--- src/rtl/line_sensor_scanner_if.sv ---
// Serial port of the ADC128S022-style line-sensor ADC. The scanner is the master;
// the ADC (or a bench model of it) is the slave.
interface line_sensor_scanner_if;
  logic cs;    // chip select, active low
  logic sclk;  // serial clock, idles high
  logic din;   // control word into the ADC, changes when sclk falls
  logic dout;  // sample bits out of the ADC, read when sclk rises

  modport master (output cs, output sclk, output din, input dout);
  modport slave  (input cs, input sclk, input din, output dout);
endinterface

--- src/rtl/line_sensor_scanner.sv ---
// Line-sensor scan sequencer: five 16-bit ADC frames per scan, four captured samples,
// thresholded into a 4-bit line pattern and published atomically with a done strobe.
module line_sensor_scanner #(
  parameter logic [11:0] THR      = 12'd500,
  parameter logic [2:0]  CH1      = 3'd0,
  parameter logic [2:0]  CH2      = 3'd1,
  parameter logic [2:0]  CH3      = 3'd2,
  parameter logic [2:0]  CH4      = 3'd3,
  parameter int unsigned AUTO_GAP = 0
) (
  input  logic                  clk_2MHz,
  input  logic                  rst,
  input  logic                  start,
  line_sensor_scanner_if.master adc,
  output logic [11:0]           S1,
  output logic [11:0]           S2,
  output logic [11:0]           S3,
  output logic [11:0]           S4,
  output logic [3:0]            line,
  output logic                  busy,
  output logic                  done,
  output logic [1:0]            state_o
);
  // Handshake: start is sampled only while IDLE (ignored, never queued, while busy);
  // done is a single-cycle strobe on the cycle S1..S4/line change.
  localparam logic [1:0]  ST_IDLE  = 2'd0;
  localparam logic [1:0]  ST_SHIFT = 2'd1;
  localparam logic [1:0]  ST_DONE  = 2'd2;
  localparam logic [7:0]  LAST_CNT = 8'd159;
  localparam logic [15:0] GAP      = AUTO_GAP[15:0];
  localparam bit          AUTO     = (AUTO_GAP != 0);

  logic [1:0]  state_q, state_d;
  logic [7:0]  cnt_q, cnt_d;
  logic [15:0] gap_q, gap_d;
  logic [11:0] sh_q, sh_d;
  logic [11:0] shd_q [4];
  logic [11:0] shd_d [4];
  logic [11:0] s_q [4];
  logic [11:0] s_d [4];
  logic [3:0]  line_q, line_d;
  logic        cs_q, cs_d;
  logic        sclk_q, sclk_d;
  logic        din_q, din_d;
  logic        busy_q, busy_d;
  logic        done_q, done_d;
  logic [11:0] cap;
  logic        go;

  function automatic logic [2:0] frame_addr(input logic [2:0] f);
    case (f)
      3'd1:    frame_addr = CH2;
      3'd2:    frame_addr = CH3;
      3'd3:    frame_addr = CH4;
      default: frame_addr = CH1;
    endcase
  endfunction

  // cnt[7:5] is the frame, cnt[4:1] counts bits from the MSB; address sits in bits 13..11
  function automatic logic ctrl_bit(input logic [7:0] c);
    logic [2:0] a;
    a = frame_addr(c[7:5]);
    case (c[4:1])
      4'd2:    ctrl_bit = a[2];
      4'd3:    ctrl_bit = a[1];
      4'd4:    ctrl_bit = a[0];
      default: ctrl_bit = 1'b0;
    endcase
  endfunction

  assign go  = start || (AUTO && (gap_q == GAP));
  assign cap = {sh_q[10:0], adc.dout};

  always_comb begin
    state_d = state_q;
    cnt_d   = cnt_q;
    gap_d   = gap_q;
    sh_d    = sh_q;
    shd_d   = shd_q;
    s_d     = s_q;
    line_d  = line_q;
    cs_d    = cs_q;
    sclk_d  = sclk_q;
    din_d   = din_q;
    busy_d  = busy_q;
    done_d  = 1'b0;
    case (state_q)
      ST_IDLE: begin
        if (go) begin
          state_d = ST_SHIFT;
          cnt_d   = 8'd0;
          gap_d   = 16'd0;
          cs_d    = 1'b0;
          sclk_d  = 1'b0;
          din_d   = ctrl_bit(8'd0);
          busy_d  = 1'b1;
        end else if (AUTO && (gap_q != GAP)) begin
          gap_d = gap_q + 16'd1;
        end
      end
      ST_SHIFT: begin
        // Even counts are the sclk-low half; this edge raises sclk and reads dout.
        if (!cnt_q[0]) begin
          sh_d = cap;
          if (cnt_q[4:1] == 4'd15) begin
            case (cnt_q[7:5])
              3'd1:    shd_d[0] = cap;
              3'd2:    shd_d[1] = cap;
              3'd3:    shd_d[2] = cap;
              3'd4:    shd_d[3] = cap;
              default: ;
            endcase
          end
        end
        if (cnt_q == LAST_CNT) begin
          state_d = ST_DONE;
          cs_d    = 1'b1;
          sclk_d  = 1'b1;
          done_d  = 1'b1;
          s_d     = shd_q;
          line_d  = {shd_q[0] > THR, shd_q[1] > THR, shd_q[2] > THR, shd_q[3] > THR};
        end else begin
          cnt_d  = cnt_q + 8'd1;
          sclk_d = cnt_d[0];
          if (!cnt_d[0]) din_d = ctrl_bit(cnt_d);
        end
      end
      ST_DONE: begin
        state_d = ST_IDLE;
        busy_d  = 1'b0;
        gap_d   = 16'd0;
      end
      default: begin
        state_d = ST_IDLE;
        busy_d  = 1'b0;
        cs_d    = 1'b1;
        sclk_d  = 1'b1;
        din_d   = 1'b0;
      end
    endcase
  end

  always_ff @(posedge clk_2MHz) begin
    if (rst) begin
      state_q <= ST_IDLE;
      cnt_q   <= 8'd0;
      gap_q   <= 16'd0;
      sh_q    <= 12'd0;
      shd_q   <= '{default: 12'd0};
      s_q     <= '{default: 12'd0};
      line_q  <= 4'b0000;
      cs_q    <= 1'b1;
      sclk_q  <= 1'b1;
      din_q   <= 1'b0;
      busy_q  <= 1'b0;
      done_q  <= 1'b0;
    end else begin
      state_q <= state_d;
      cnt_q   <= cnt_d;
      gap_q   <= gap_d;
      sh_q    <= sh_d;
      shd_q   <= shd_d;
      s_q     <= s_d;
      line_q  <= line_d;
      cs_q    <= cs_d;
      sclk_q  <= sclk_d;
      din_q   <= din_d;
      busy_q  <= busy_d;
      done_q  <= done_d;
    end
  end

  assign adc.cs   = cs_q;
  assign adc.sclk = sclk_q;
  assign adc.din  = din_q;
  assign S1       = s_q[0];
  assign S2       = s_q[1];
  assign S3       = s_q[2];
  assign S4       = s_q[3];
  assign line     = line_q;
  assign busy     = busy_q;
  assign done     = done_q;
  assign state_o  = state_q;
endmodule

--- src/flat_wrapper.sv ---
// flat-port wrapper written by rule: the top's interface ports become plain ports
module line_sensor_scanner_flat 
#(
  parameter logic [11:0] THR      = 12'd500,
  parameter logic [2:0]  CH1      = 3'd0,
  parameter logic [2:0]  CH2      = 3'd1,
  parameter logic [2:0]  CH3      = 3'd2,
  parameter logic [2:0]  CH4      = 3'd3,
  parameter int unsigned AUTO_GAP = 0
)
  (clk_2MHz, rst, start, S1, S2, S3, S4, line, busy, done, state_o, adc_cs, adc_sclk, adc_din, adc_dout);
  line_sensor_scanner_if adc_i ();
  input  logic clk_2MHz;
  input  logic rst;
  input  logic start;
  output logic [11:0] S1;
  output logic [11:0] S2;
  output logic [11:0] S3;
  output logic [11:0] S4;
  output logic [3:0] line;
  output logic busy;
  output logic done;
  output logic [1:0] state_o;
  output wire logic [$bits(adc_i.cs)-1:0] adc_cs;
  output wire logic [$bits(adc_i.sclk)-1:0] adc_sclk;
  output wire logic [$bits(adc_i.din)-1:0] adc_din;
  input wire logic [$bits(adc_i.dout)-1:0] adc_dout;
  assign adc_cs = adc_i.cs;
  assign adc_sclk = adc_i.sclk;
  assign adc_din = adc_i.din;
  assign adc_i.dout = adc_dout;
  line_sensor_scanner #(.THR(THR), .CH1(CH1), .CH2(CH2), .CH3(CH3), .CH4(CH4), .AUTO_GAP(AUTO_GAP)) u_core (.clk_2MHz(clk_2MHz), .rst(rst), .start(start), .adc(adc_i), .S1(S1), .S2(S2), .S3(S3), .S4(S4), .line(line), .busy(busy), .done(done), .state_o(state_o));
endmodule
--- config.mk ---
export PLATFORM = sky130hd
export DESIGN_NAME = line_sensor_scanner_flat
export DESIGN_NICKNAME = d
export VERILOG_FILES = /design/src/rtl/line_sensor_scanner_if.sv /design/src/rtl/line_sensor_scanner.sv /design/src/flat_wrapper.sv
export SDC_FILE = /design/constraint.sdc
export NUM_CORES = 1
export LEC_CHECK = 0
export BUFFER_PORTS_ARGS = -buffer_cell sky130_fd_sc_hd__clkbuf_2
export CAP_MARGIN = 20
export CORE_MARGIN = 5
export CORE_UTILIZATION = 45
export DETAILED_ROUTE_END_ITERATION = 6
export PLACE_DENSITY = 0.67
export REMOVE_ABC_BUFFERS = 1
export SKIP_LAST_GASP = 1
export SLEW_MARGIN = 0
export SYNTH_ARGS = -nofsm -noshare
export SYNTH_HDL_FRONTEND = slang
export SYNTH_SLANG_ARGS = --single-unit
--- constraint.sdc ---
create_clock -name clk_2MHz -period 1.8 [get_ports clk_2MHz]
set_input_delay 0.27 -clock clk_2MHz [delete_from_list [all_inputs] [get_ports clk_2MHz]]
set_output_delay 0.27 -clock clk_2MHz [all_outputs]
set_load 0.01 [all_outputs]
==> flow_summary_export.csv <==
group,metric,value,unit
global_route,grt_pass1_vias,3792,
power_and_ir_drop,internal_power,5.41,mW
sta,fin_crit_sh,97.1,%
global_route,grt_overflow_total,0,
status,status,"complete, no violations",
power_and_ir_drop,irDropWorstVdd,0.726,mV
synthesis,synthCells,548,
drt,initialDrtViolationCount,180,
flow_run,cap_violations,0,
die,ios,63,
power_and_ir_drop,p_sw_share,19.4,%
setup_path,cp_slowest_cell,"or3b_4",
clocking,cts-buffers-inserted,17,
cells_and_area,nNetsFinal,622,
cells_and_area,antenna_cells,0,
power_and_ir_drop,power_leakage,2.26,nW
drt,routedWlPerCell,14.6,um
clocking,clockBufferDepth,2,
power_and_ir_drop,power,6.72,mW
power_and_ir_drop,p_per_area,1100,mW/mm^2
clocking,clockRootBuffer,"clkbuf_8",
cells_and_area,fin_util,58.6,%
drt,dr.pass1.iters,4,
setup_path,crit_chain,"or3b_4, nor3_4, and3b_2, buf_12, mux2i_1, nor2_1",
synthesis,ys_ff_latch,126,
die,dieArea,0.0129,sq mm
setup_path,worstPathRequired,2.18,ns
synthesis,synth.yosys.seq_area_share,52.2,%
setup_path,crit_fanout,12,
setup_path,cp_top_family,"simple AND/OR/NAND/NOR gates",
sta,finalSetupViolCount,0,
cells_and_area,final_common_cell,"dfxtp_1",
die,rows,37,
sta,tightest_slew,0.530,ns
synthesis,synth.cell_area,0.00483,sq mm
place,pre_cts_ws,0.0444,ns
power_and_ir_drop,seqPwrFrac,41.9,%
die,initial_utilization,46.4,%
setup_path,cp_num_buf_inv,1,
drt,drc,0,
setup_path,end_kind,"flop",
drt,vias,3895,
drt,routed_via_density,5.10,
synthesis,synth_cell_type_count,40,
clocking,h-tree-depth,4,
setup_path,slowest_delay,0.44,ns
global_route,grt_start_max_net_pins,49,
synthesis,syn_avg_cell_area,8.82,sq um
sta,hold_ws,0.102,ns
setup_path,crit_type,"flop to flop",
worst_hold_path,hold_class,"input port to flop",
sta,relSlewSlack,64.7,%
sta,setup_ws,0.0519,ns
cells_and_area,syn_to_final_growth,26.4,%
place,place_hpwl,7.61,mm
clocking,clock-sinks,126,
clocking,clkTransAtPathRegs,0.06,ns
setup_path,crit_arrival,2.12,ns
cells_and_area,layout_common_cells,"dfxtp_1, nand2_1, nor2_1, a21oi_1, clkbuf_2",
synthesis,ys_warn_count,0,
synthesis,synth_top_cell_by_area,"dfxtp_1",
sta,max_freq,572,MHz
drt,drt-total-wl,11.2,mm
synthesis,synth_area_leaders,"dfxtp_1, mux2i_1, nand2_1",
synthesis,yosys.area.top_type_share,52.2,%
power_and_ir_drop,power_switching,1.30,mW
clocking,cts_tree,"yes",
die,die_y,114,um
sta,finalMaxSlewViolations,0,
sta,final_hold_viol_count,0,
setup_path,cp-start-kind,"flop",
global_route,antenna_found_initial,0,
sta,rsz0062_at_grt,"true",
place,numPortBuffers,62,
die,die_width,114,um
sta,fin_tns_setup,0,ns
sta,fin_crit,1.75,ns
cells_and_area,layout-drive-gt1-share,21.7,%
place,gp_congestion,0.800,
sta,fin_skew,0.0112,ns
global_route,grt_pass1_wl,18.7,mm
power_and_ir_drop,pwr-share-comb,2.4,%
clocking,clock_latency,0.52,ns
die,core_area,0.0104,sq mm
global_route,track_usage,18.1,%
power_and_ir_drop,clockPowerShare,55.7,%
drt,ant_nets,0,
==> final cells by class <==
type	instances	area, sq um
repair buffers	92	658
flip-flops and latches	126	2520
multi-input cells	379	2110
well taps	136	170
clock buffers	20	435
inverters	1	3.75
fillers	935	4310
clock inverters	10	211
==> worst paths after layout <==
| check | startpoint | to | slack [ns] | cells after the start |
|---|---|---|---|---|
| max | u_core.cnt_q[0] | u_core.shd_q[32] | 0.05 | 6 |
| min | start | u_core.busy | 0.10 | 3 |
| max reg2reg | u_core.cnt_q[0] | u_core.shd_q[32] | 0.05 | 6 |
| min reg2reg | u_core.S1[4] | u_core.S1[4] | 0.45 | 2 |
==> synth_stat cells, drive strengths merged <==
cell	number
a21oi	68
nor3	9
and3b	2
xnor2	2
o32ai	1
nand3	5
nor3b	2
dfxtp	126
ha	1
nand4	3
xor2	3
inv	1
buf	17
nand2b	2
o21a	4
and4	1
nor2	69
and3	7
clkbuf	25
a311oi	4
nand3b	1
or3b	3
or2	1
mux2	1
nor2b	4
nand2	123
o21ai	5
o2111ai	4
a41o	1
mux2i	48
or3	1
o21bai	1
a22oi	3
==> power by group through the flow <==
stage	Clock (mW)	Combinational [mW]	Sequential, mW
after floorplan	0	0.0498	2.88
after global placement	0	0.161	2.87
after detailed placement	0	0.162	2.87
after CTS	3.80	0.163	2.81
after global routing	3.94	0.181	2.81
final	3.74	0.164	2.81
==> logic make-up after synthesis <==
group / synth area share (%)
compound gates: 10.6
simple gates: 20.5
fa+ha+maj: 0.259
xor+xnor: 0.906
flops: 52.2
buf+inv: 5.33
mux: 10.2
==> sequential cells by signal, summed over array words and instances, names as in the netlist <==
name,cells
u_core.shd_q,48
u_core.S1,12
u_core.S2,12
u_core.S3,12
u_core.S4,12
u_core.sh_q,11
u_core.cnt_q,8
u_core.line,4
u_core.state_o,2
u_core.adc.cs,1
u_core.adc.din,1
u_core.adc.sclk,1
u_core.busy,1
u_core.done,1
==> stage by stage <==
stage	cells	cell area (sq um)
4_1_cts	764	6050
3_5_place_dp	734	5410
2_1_floorplan	506	4580
5_1_grt	764	6110
6_report	764	6110
3_3_place_gp	734	5410
==> worst register-to-register path, delay by kind of cell, from the launching register on <==
kind	cells	cell delay (ns)
buffers and inverters	1	0.16
flip-flops	1	0.34
multiplexers	1	0.23
AND/OR/NAND/NOR	4	0.90
==> metal layers <==
metal / wire [um] / vias to the layer above / global-route usage [%] / part of all wire, %
met4: 112 / 0 / 6.09 / 1.0
met2: 5350 / 81 / 28.9 / 48
met3: 531 / 9 / 5.31 / 4.7
met1: 5190 / 1833 / 23.5 / 46
li1: - / 1972 / - / -
met5: 0 / - / 0 / 0
==> timing repair <==
action	4_1_cts	5_1_grt
setup buffers	0	0
hold buffers	0	0
resized for setup	0	13
endpoints found under the setup margin	0	61
Note: power is estimated with default switching activity, not from simulation.
